<file path="src/rtl/mc_ctrl_pkg.sv">
// Shared control encodings for the multicycle controller and fetch unit.
// States, next-PC selects, opcodes, functs and datapath select codes.
package mc_ctrl_pkg;

   typedef enum logic [2:0] {
      S_FETCH  = 3'd0,
      S_DECODE = 3'd1,
      S_EXEC   = 3'd2,
      S_MEM    = 3'd3,
      S_WB     = 3'd4
   } state_e;

   localparam logic [1:0] NPC_NORMAL    = 2'd0;
   localparam logic [1:0] NPC_RELATIVE  = 2'd1;
   localparam logic [1:0] NPC_NRELATIVE = 2'd2;
   localparam logic [1:0] NPC_REG       = 2'd3;

   localparam logic [5:0] OP_RTYPE = 6'h00;
   localparam logic [5:0] OP_ORI   = 6'h0d;
   localparam logic [5:0] OP_LUI   = 6'h0f;
   localparam logic [5:0] OP_LW    = 6'h23;
   localparam logic [5:0] OP_SW    = 6'h2b;
   localparam logic [5:0] OP_BEQ   = 6'h04;
   localparam logic [5:0] OP_J     = 6'h02;
   localparam logic [5:0] OP_JAL   = 6'h03;

   localparam logic [5:0] FN_ADDU = 6'h21;
   localparam logic [5:0] FN_SUBU = 6'h23;
   localparam logic [5:0] FN_JR   = 6'h08;

   localparam logic [2:0] ALU_ADD = 3'd0;
   localparam logic [2:0] ALU_SUB = 3'd1;
   localparam logic [2:0] ALU_OR  = 3'd2;
   localparam logic [2:0] ALU_LUI = 3'd3;

   localparam logic [1:0] EXT_ZERO = 2'd0;
   localparam logic [1:0] EXT_SIGN = 2'd1;

   localparam logic [1:0] DST_RT = 2'd0;
   localparam logic [1:0] DST_RD = 2'd1;
   localparam logic [1:0] DST_RA = 2'd2;

   localparam logic [1:0] WB_ALU = 2'd0;
   localparam logic [1:0] WB_MEM = 2'd1;
   localparam logic [1:0] WB_PC  = 2'd2;

   typedef enum logic [3:0] {
      I_ADDU, I_SUBU, I_ORI, I_LUI, I_LW,
      I_SW, I_BEQ, I_J, I_JAL, I_JR, I_ILL
   } iclass_e;

   typedef struct packed {
      logic [1:0] npc_sel;
      logic       pc_write;
      logic       rgs_ins_write;
      logic       reg_write;
      logic [1:0] reg_dst;
      logic       alu_src;
      logic [2:0] alu_op;
      logic [1:0] ext_op;
      logic       mem_write;
      logic       mem_req;
      logic [1:0] mem_to_reg;
      logic       illegal;
   } ctl_t;

endpackage

</file>
<file path="src/rtl/mc_decode.sv">
// Instruction classifier: op/funct to instruction class.
// Funct only matters for op=0; anything unrecognised is illegal.
module mc_decode
   import mc_ctrl_pkg::*;
(
   input  logic [5:0] op,
   input  logic [5:0] funct,
   output iclass_e    iclass,
   output logic       illegal
);

   logic rtype;

   assign rtype = (op == OP_RTYPE);

   always_comb begin
      iclass = I_ILL;
      unique case (1'b1)
         (rtype && funct == FN_ADDU): iclass = I_ADDU;
         (rtype && funct == FN_SUBU): iclass = I_SUBU;
         (rtype && funct == FN_JR):   iclass = I_JR;
         (op == OP_ORI):              iclass = I_ORI;
         (op == OP_LUI):              iclass = I_LUI;
         (op == OP_LW):               iclass = I_LW;
         (op == OP_SW):               iclass = I_SW;
         (op == OP_BEQ):              iclass = I_BEQ;
         (op == OP_J):                iclass = I_J;
         (op == OP_JAL):              iclass = I_JAL;
         default:                     iclass = I_ILL;
      endcase
   end

   assign illegal = (iclass == I_ILL);

endmodule

</file>
<file path="src/rtl/mc_ctrl.sv">
// Multicycle controller: FETCH/DECODE/EXEC/MEM/WB sequencing.
// Outputs decode from the registered state and current inputs.
module mc_ctrl
   import mc_ctrl_pkg::*;
(
   input  logic       clk,
   input  logic       reset,
   input  logic [5:0] op,
   input  logic [5:0] funct,
   input  logic       zero,
   input  logic       mem_ready,
   output logic [1:0] npc_sel,
   output logic       pc_write,
   output logic       rgs_ins_write,
   output logic       reg_write,
   output logic [1:0] reg_dst,
   output logic       alu_src,
   output logic [2:0] alu_op,
   output logic [1:0] ext_op,
   output logic       mem_write,
   output logic       mem_req,
   output logic [1:0] mem_to_reg,
   output logic [2:0] state,
   output logic       illegal
);

   state_e  state_q;
   state_e  state_n;
   logic    run_q;
   iclass_e iclass;
   logic    bad;
   ctl_t    ctl;
   ctl_t    ctl_o;

   mc_decode u_decode (
      .op      (op),
      .funct   (funct),
      .iclass  (iclass),
      .illegal (bad)
   );

   // run_q holds the FSM in a silent FETCH until the first edge after reset
   always_ff @(posedge clk or negedge reset) begin
      if (!reset) begin
         state_q <= S_FETCH;
         run_q   <= 1'b0;
      end else begin
         run_q <= 1'b1;
         if (run_q)
            state_q <= state_n;
      end
   end

   always_comb begin
      ctl     = '0;
      state_n = S_FETCH;
      unique case (state_q)
         S_FETCH: begin
            ctl.rgs_ins_write = 1'b1;
            ctl.pc_write      = 1'b1;
            ctl.npc_sel       = NPC_NORMAL;
            state_n           = S_DECODE;
         end
         S_DECODE: begin
            state_n     = bad ? S_FETCH : S_EXEC;
            ctl.illegal = bad;
            case (iclass)
               I_J: begin
                  ctl.pc_write = 1'b1;
                  ctl.npc_sel  = NPC_NRELATIVE;
                  state_n      = S_FETCH;
               end
               I_JAL: begin
                  ctl.pc_write   = 1'b1;
                  ctl.npc_sel    = NPC_NRELATIVE;
                  ctl.reg_write  = 1'b1;
                  ctl.reg_dst    = DST_RA;
                  ctl.mem_to_reg = WB_PC;
                  state_n        = S_FETCH;
               end
               I_JR: begin
                  ctl.pc_write = 1'b1;
                  ctl.npc_sel  = NPC_REG;
                  state_n      = S_FETCH;
               end
               default: ;
            endcase
         end
         S_EXEC: begin
            case (iclass)
               I_ADDU: begin
                  ctl.alu_op = ALU_ADD;
                  state_n    = S_WB;
               end
               I_SUBU: begin
                  ctl.alu_op = ALU_SUB;
                  state_n    = S_WB;
               end
               I_ORI: begin
                  ctl.alu_src = 1'b1;
                  ctl.ext_op  = EXT_ZERO;
                  ctl.alu_op  = ALU_OR;
                  state_n     = S_WB;
               end
               I_LUI: begin
                  ctl.alu_src = 1'b1;
                  ctl.alu_op  = ALU_LUI;
                  state_n     = S_WB;
               end
               I_LW, I_SW: begin
                  ctl.alu_src = 1'b1;
                  ctl.ext_op  = EXT_SIGN;
                  ctl.alu_op  = ALU_ADD;
                  state_n     = S_MEM;
               end
               I_BEQ: begin
                  ctl.alu_op   = ALU_SUB;
                  ctl.npc_sel  = NPC_RELATIVE;
                  ctl.pc_write = zero;
                  state_n      = S_FETCH;
               end
               default: state_n = S_FETCH;
            endcase
         end
         S_MEM: begin
            ctl.mem_req   = 1'b1;
            ctl.mem_write = (iclass == I_SW);
            if (!mem_ready)
               state_n = S_MEM;
            else if (iclass == I_LW)
               state_n = S_WB;
            else
               state_n = S_FETCH;
         end
         S_WB: begin
            ctl.reg_write = 1'b1;
            ctl.reg_dst   = DST_RT;
            ctl.mem_to_reg = WB_ALU;
            if (iclass == I_ADDU || iclass == I_SUBU)
               ctl.reg_dst = DST_RD;
            if (iclass == I_LW)
               ctl.mem_to_reg = WB_MEM;
            state_n = S_FETCH;
         end
         default: begin
            ctl     = '0;
            state_n = S_FETCH;
         end
      endcase
   end

   assign ctl_o = run_q ? ctl : '0;

   assign npc_sel       = ctl_o.npc_sel;
   assign pc_write      = ctl_o.pc_write;
   assign rgs_ins_write = ctl_o.rgs_ins_write;
   assign reg_write     = ctl_o.reg_write;
   assign reg_dst       = ctl_o.reg_dst;
   assign alu_src       = ctl_o.alu_src;
   assign alu_op        = ctl_o.alu_op;
   assign ext_op        = ctl_o.ext_op;
   assign mem_write     = ctl_o.mem_write;
   assign mem_req       = ctl_o.mem_req;
   assign mem_to_reg    = ctl_o.mem_to_reg;
   assign illegal       = ctl_o.illegal;
   assign state         = state_q;

endmodule

</file>
<file path="config.mk">
export PLATFORM = sky130hd
export DESIGN_NAME = mc_ctrl
export DESIGN_NICKNAME = d
export VERILOG_FILES = /design/src/rtl/mc_ctrl_pkg.sv /design/src/rtl/mc_decode.sv /design/src/rtl/mc_ctrl.sv
export SDC_FILE = /design/constraint.sdc
export NUM_CORES = 1
export LEC_CHECK = 0
export ABC_AREA = 1
export CAP_MARGIN = 20
export CORE_MARGIN = 1.5
export CORE_UTILIZATION = 40
export DETAILED_ROUTE_END_ITERATION = 10
export GPL_TIMING_DRIVEN = 0
export PLACE_DENSITY = 0.78
export SETUP_SLACK_MARGIN = 0.05
export SLEW_MARGIN = 15
export SYNTH_ARGS = -nofsm -noshare
export SYNTH_HDL_FRONTEND = slang
export SYNTH_SLANG_ARGS = --single-unit
export TNS_END_PERCENT = 50
</file>
<file path="constraint.sdc">
create_clock -name clk -period 1.6 [get_ports clk]
set_clock_uncertainty 0.15 [all_clocks]
set_input_delay 0.16 -clock clk [delete_from_list [all_inputs] [get_ports clk]]
set_output_delay 0.16 -clock clk [all_outputs]
set_load 0.1 [all_outputs]
</file>
==> flow_summary.toml, run 1 <==
[synthesis]
yosysTopAreaCell = "nand2_1"
synth_area_leaders = "nand2_1 16%, nor2_1 14%, dfrtp_1 14%"
synthDominantCellAreaShare = 0.158
yosys_warnings = 0
synthAdderAreaFrac = 0
avgSynthCellArea_um2 = 5.49
yosys.area_share.simple = 0.658
synth-compound-area-share = 0.0476
synthMuxAreaShare = 0
synth_xor_area_frac = 0
synth.distinct_cells = 21
ys_seq_area_frac = 0.136
synth_top_family_by_area = "simple AND/OR/NAND/NOR gates"
netlist_area_um2 = 736
ys_ff_latch = 4
synthCells = 134

[status]
failing_step = "5_1_grt"
error = "[ERROR DPL-0038] Utilization greater than 100%, impossible to legalize"
status = "aborted with a tool error"

[floorplan]
initial_core_util = 0.426
dieWidth_um = 45.9
die_h_um = 45.9
row_count = 15
ioPinCount = 37

[placement]
hpwl_mm = 1.68
gp_congestion = 0.845
dp.cells = 194
dpl_cell_area_um2 = 1220
io_buffers = 34
place_ws_ns = -1.64

[clock_network]
clock_sinks = 4
clockRootBuffer = "clkbuf_4"
cts_made_buffers = 3
clk_path_buf_depth = 2
htree_num_levels = 1

[timing]
endpoint_type = "top-level output"
grt-worst-endpoint = "mem_to_reg[0]"

[global_routing]
grt_max_degree = 9
repair_timing:
item / 4_1_cts
endpoints found under the setup margin: 20
setup buffers: 10
hold endpoints to repair: 4
pin swaps: 20
gates resized for setup: 198
hold buffers: 1
through the flow:
step / hold slack [ns] / setup TNS [ns] / utilization
CTS: 0.358 / -4.56 / 0.907
global placement: 0.215 / -21.92 / 0.707
detailed placement: 0.217 / -22.61 / 0.707
floorplan: -0.286 / -7.36 / -
synth_stat cells, drive strengths merged:
cell type / count
dfrtp: 4
a21oi: 2
nor4: 1
nand3: 24
nand4: 1
nor3: 2
nand3b: 1
o21ai: 5
nand2: 32
buf: 3
nor2: 34
conb: 2
inv: 23
cells by family after synthesis:
logic type / count (synthesis)
other: 2
AOI/OAI and AO/OA: 7
and+or+nand+nor: 95
buffers and inverters: 26
DFF: 4
==> run 2: changes to the inputs <==
CORE_AREA = 2 2 63 65   (was not set)
CORE_MARGIN = not set   (was 1.5)
CORE_UTILIZATION = not set   (was 40)
DIE_AREA = 0 0 65 67   (was not set)
PLACE_DENSITY = not set   (was 0.78)
PLACE_DENSITY_LB_ADDON = 0.15   (was not set)
SETUP_SLACK_MARGIN = not set   (was 0.05)
==> run 2 against run 1 <==
  * The flow now finishes, with violations (negative setup slack)
  * Synthesized area stayed put
  * Synthesized cell count stayed put
==> flow_summary.toml, run 2 <==
[synthesis]
synthArstFlopShare = 1.00
synth.distinct_cells = 21
ys_ff_latch = 4
netlist_area_um2 = 736
synth_top_family_by_area = "simple AND/OR/NAND/NOR gates"
synth_enable_flop_cells = 0
synth_area_leaders = "nand2_1 16%, nor2_1 14%, dfrtp_1 14%"
synth_flop_cell = "dfrtp_1"
synthTopCellsByCount = "31 x nand2_1, 28 x nor2_1, 22 x inv_1, 18 x nand3_1, 5 x nand3_2"
yosysTopAreaCell = "nand2_1"
yosys_warnings = 0
yosys.area_share.simple = 0.658
synthCells = 134
synthDominantCellAreaShare = 0.158
avgSynthCellArea_um2 = 5.49
synthAdderAreaFrac = 0
ys_seq_area_frac = 0.136
yosysMostFrequentCell = "nand2_1"
synth-compound-area-share = 0.0476
synth_xor_area_frac = 0
synthMuxAreaShare = 0

[clock_network]
clk_latency_ns = 0.22
cts_made_buffers = 3
cts_tree = "yes"
clk_pin_slew_ns = 0.03
htree_num_levels = 1
clk_path_buf_depth = 2
clockRootBuffer = "clkbuf_8"
clock_sinks = 4

[worst_setup_path]
cp_cell_sequence = "nor2_4 -> nand2_2 -> nor2_4 -> nand2_2 -> nor2_4 -> buf_12 -> buf_16"
start_kind = "flop"
crit_path_end_kind = "output pin"
reg2reg_from = "state[0]"
crit_start = "state[1]"
crit_family = "simple AND/OR/NAND/NOR gates"
crit_top_cell = "nor2_4"
required_ns = 1.29
crit_buf_inv = 2
setup.worst_path.end = "reg_dst[1]"
cp_max_fo = 6
r2r_end = "state[1]"
reg2reg_depth = 5
max_stage_delay_ns = 0.52
cp.arrival_ns = 1.58
crit_cells = 7
reg2reg_slack_ns = 0.18
path_class = "flop to output pin"
crit_slowest_cell = "dfrtp_4"

[power_and_ir_drop]
p_sw_uw = 404
power_frac_comb = 0.570
p_int_uw = 453
leakagePower_nw = 0.730
seqPwrFrac = 0.166
power.density_nw_per_um2 = 531
p_sw_frac = 0.472
power_frac_clock = 0.264
irDropWorstVdd_v = 0.000594

[final_layout]
n_antenna_cell = 0
final_area_um2 = 1620
area_delta_synth_final_pct = 120
layout-drive-gt1-share = 0.577
mostFrequentLayoutCells = "25 x nand2_1, 16 x nor2_4, 13 x nor2_1, 13 x buf_12, 12 x inv_1"
largest_reg_flops = 3
finalNetCount = 199
layout_commonest_cell = "nand2_1"

[floorplan]
dieWidth_um = 65
die_h_um = 67
die-area_um2 = 4360
initial_core_util = 0.204
core_um2 = 3610
row_count = 22
ioPinCount = 37

[timing]
tightest_slew_ns = 0.951
hold_violations = 0
slew_headroom = 0.369
setup_violations = 17
min_period_ns = 1.89
fmax_mhz = 528
rsz0062_at_grt = "yes"
min_period_over_period = 1.18
setup_ws_ns = -0.293
slew_viol_final = 0

[job]
maxCapViolations = 0

[drt]
m1WireLength_mm = 1.02
num_vias = 982
avgRoutedWirePerCell_um = 10.3
dr.pass1.iters = 4
ant_nets = 0
topRoutingLayerUsed = "met4"
first_iter_violations = 9
via_per_inst = 4.27
dr_wl_met2_mm = 1.23
drt-total-wl_mm = 2.37
drc = 0
wl_met3_um = 82

[global_routing]
globalRouteTotalUtil = 0.118
grt_pass1_wl_mm = 4.12
antenna_found_initial = 0
overflow = 0
grt_max_degree = 9
grt_pass1_vias = 983

[placement]
hpwl_mm = 1.87
dpl_cell_area_um2 = 1250
place_ws_ns = -1.62
io_buffers = 34
gp_congestion = 0.787

[hold_path]
hp-class = "input port to flop"

[status]
status = "finished, violations left"
violations = "negative setup slack"
-- run 2: power by group through the flow --
stage               Clock [mW]  Combinational (mW)  Sequential (mW)
finish                   0.226               0.488            0.143
global route             0.245               0.512            0.144
CTS                      0.231               0.469            0.145
detailed placement           0               0.392            0.140
global placement             0               0.391            0.139
floorplan                    0               0.229            0.194
-- run 2: through the flow --
step | power (mW) | setup TNS [ns] | hold slack [ns] | utilization | instances
2_1_floorplan | 0.423 | -7.36 | -0.286 | - | 135
3_3_place_gp | 0.529 | -22.38 | 0.221 | 0.347 | 217
3_5_place_dp | 0.531 | -22.57 | 0.218 | 0.347 | 217
4_1_cts | 0.846 | -3.87 | 0.324 | 0.443 | 228
5_1_grt | 0.901 | -4.74 | 0.387 | 0.448 | 230
6_report | 0.857 | -3.46 | 0.317 | 0.448 | 230
-- run 2: repair_timing --
item	CTS	global route
hold buffers	1	0
pin swaps	27	7
endpoints found under the setup margin	20	19
setup buffers	6	2
endpoints found under the hold margin	4	0
gates resized for setup	229	5
-- run 2: layer usage --
metal	vias to the layer above	global-route usage
met3	4	0.0118
met1	446	0.135
met5	-	0
met2	20	0.224
met4	0	0.0452
li1	512	-
-- run 2: tightest hold or removal path: cells and delay by family --
kind          cells  cell delay (ns)
simple gates      6             0.35
buf+inv           2             0.13
-- run 2: kinds of logic after synthesis --
logic type / Yosys count
flip-flops: 4
other: 2
AND/OR/NAND/NOR: 95
AO/OA/AOI/OAI: 7
buffers and inverters: 26
-- run 2: worst min path at each step --
stage	startpoint	endpoint	slack [ns]	cells after the start
final	op[4]	state[2]	0.32	8
after global routing	op[4]	state[2]	0.39	8
after CTS	op[4]	state[2]	0.32	8
after detailed placement	reset	state[0]	0.22	1
after global placement	reset	state[0]	0.22	1
after floorplan	reset	run_q	-0.29	0
-- run 2: layout make-up --
type                       instances  area [µm²]
buffer                             3        35.0
clock buffer                       4        45.0
fill                             368        1990
inverter                          23        90.1
multi-input combinational        105         743
sequential                         4         113
tap                               48        60.1
timing repair buffer              43         529
Power figures use the tool's default switching activity.
==> run 3: changes to the inputs <==
SETUP_SLACK_MARGIN = 0.4   (was not set)
==> run 3 against run 2 <==
  * The flow still finishes with violations (negative setup slack)
  * First-iteration DRC count increased by 89%
  * Clock power decreased by 3%
  * Flip-flop and latch count unchanged
  * Utilization increased by 6.8 points
  * Register-to-register slack got worse by 0.46 ns
  * Via count increased by 10%
  * Sequential power increased by 3%
==> flow_summary.toml, run 3 (synthesized netlist as in run 2, its figures left out) <==
[floorplan]
dieWidth_um = 65
initial_core_util = 0.204
die-area_um2 = 4360
ioPinCount = 37
core_um2 = 3610
row_count = 22
die_h_um = 67

[placement]
gp_congestion = 0.785
io_buffers = 34
dp.cells = 217
place_ws_ns = -1.62
hpwl_mm = 1.91
dpl_cell_area_um2 = 1260

[final_layout]
layout_commonest_cell = "buf_4"
largest_reg_flops = 3
stdcell_count = 248
mostFrequentLayoutCells = "26 x buf_4, 22 x nand2_1, 17 x nor2_4"
layout-drive-gt1-share = 0.650
finalNetCount = 217
n_antenna_cell = 0
nFillCells = 335
finish.utilization = 0.516
final_area_um2 = 1860
area_delta_synth_final_pct = 153

[drt]
num_vias = 1081
wl_met3_um = 108
via_per_inst = 4.36
dr_wl_met2_mm = 1.53
ant_nets = 0
avgRoutedWirePerCell_um = 11.1
dr.pass1.iters = 4
drc = 0
drt-total-wl_mm = 2.75
m1WireLength_mm = 1.11
topRoutingLayerUsed = "met4"
first_iter_violations = 17

[worst_setup_path]
cp_cell_sequence = "nor3_4 -> nand4_1 -> o21ai_4 -> buf_12"
crit_slowest_cell = "dfrtp_4"
cp_max_fo = 8
path_class = "flop to output pin"
max_stage_delay_ns = 0.53
crit_path_end_kind = "output pin"
start_kind = "flop"
cp.arrival_ns = 1.59
r2r_end = "state[1]"
reg2reg_depth = 10
reg2reg_slack_ns = -0.28
reg2reg_from = "state[0]"
required_ns = 1.29

[job]
maxCapViolations = 0

[timing]
rsz0062_at_grt = "yes"
setup_violations = 18
hold_violations = 0
min_period_over_period = 1.19
fmax_mhz = 525
tns_ns = -3.67
tightest_slew_ns = 0.955
setup_ws_ns = -0.304
slew_headroom = 0.366
slew_viol_final = 0
min_period_ns = 1.90
fin_hold_ws_ns = 0.434

[clock_network]
clock_sinks = 4
clk_path_buf_depth = 2
clk_pin_slew_ns = 0.03
clockRootBuffer = "clkbuf_8"
cts_made_buffers = 3
clk_latency_ns = 0.22
cts_tree = "yes"
htree_num_levels = 1

[status]
status = "finished, violations left"
violations = "negative setup slack"

[hold_path]
hp-start = "run_q"
holdPathEnd = "state[2]"
min_path_cells = 2
hp-class = "flop to flop"

[power_and_ir_drop]
p_sw_uw = 420
power.density_nw_per_um2 = 480
seqPwrFrac = 0.164
leakagePower_nw = 0.853
total_power_uw = 892
power_frac_clock = 0.247
power_frac_comb = 0.589
irDropWorstVdd_v = 0.000568
p_sw_frac = 0.471
p_int_uw = 472

[global_routing]
globalRouteTotalUtil = 0.128
grt_pass1_wl_mm = 4.46
overflow = 0
antenna_found_initial = 0
grt_max_degree = 9
grt_pass1_vias = 1003
[run 3: cell type report]
cell class / instances / area, µm² / share of cell area
Multi-Input combinational cell: 105 / 838 / 0.451
Inverter: 23 / 90.1 / 0.0485
Sequential cell: 4 / 113 / 0.0606
Tap cell: 48 / 60.1 / 0.0323
Clock buffer: 4 / 45.0 / 0.0242
Timing Repair Buffer: 61 / 678 / 0.365
Buffer: 3 / 35.0 / 0.0188
[run 3: repair_timing]
item / 4_1_cts / 5_1_grt
setup buffers: 18 / 8
hold endpoints to repair: 4 / 0
hold buffers: 1 / 0
endpoints found under the setup margin: 22 / 22
pin swaps: 24 / 25
resized for setup: 218 / 29
[run 3: metal layers]
layer | vias up | GRT usage
met5 | - | 0
met4 | 0 | 0.0239
met3 | 6 | 0.0152
met2 | 32 | 0.247
met1 | 500 | 0.152
li1 | 543 | -
[run 3: worst max path at each step]
stage / startpoint / to / slack, ns / depth (start not counted)
after floorplan: state[0] / mem_write / -0.74 / 6
after global placement: op[3] / reg_dst[1] / -1.60 / 10
after detailed placement: op[3] / reg_dst[1] / -1.62 / 10
after CTS: state[2] / pc_write / -0.31 / 5
after global routing: state[0] / mem_to_reg[0] / -0.39 / 6
final: state[0] / alu_src / -0.30 / 4
[run 3: critical path: cells and delay by family, from the launching register on]
| family | cells | cell delay [ns] |
|---|---|---|
| AOI/OAI and AO/OA | 1 | 0.13 |
| DFF | 1 | 0.53 |
| buffers and inverters | 1 | 0.19 |
| and+or+nand+nor | 2 | 0.52 |
[run 3: power by group through the flow]
| stage | registers, mW | logic (mW) | clock network, mW |
|---|---|---|---|
| final | 0.147 | 0.525 | 0.220 |
| after global routing | 0.150 | 0.553 | 0.237 |
| after CTS | 0.148 | 0.496 | 0.227 |
| after detailed placement | 0.140 | 0.397 | 0 |
| after global placement | 0.139 | 0.395 | 0 |
| after floorplan | 0.194 | 0.234 | 0 |
==> run 4: changes to the inputs <==
SLEW_MARGIN = not set   (was 15)
==> results of run 4 <==
The final DEF is identical to that of run 3; final timing and power are the same.
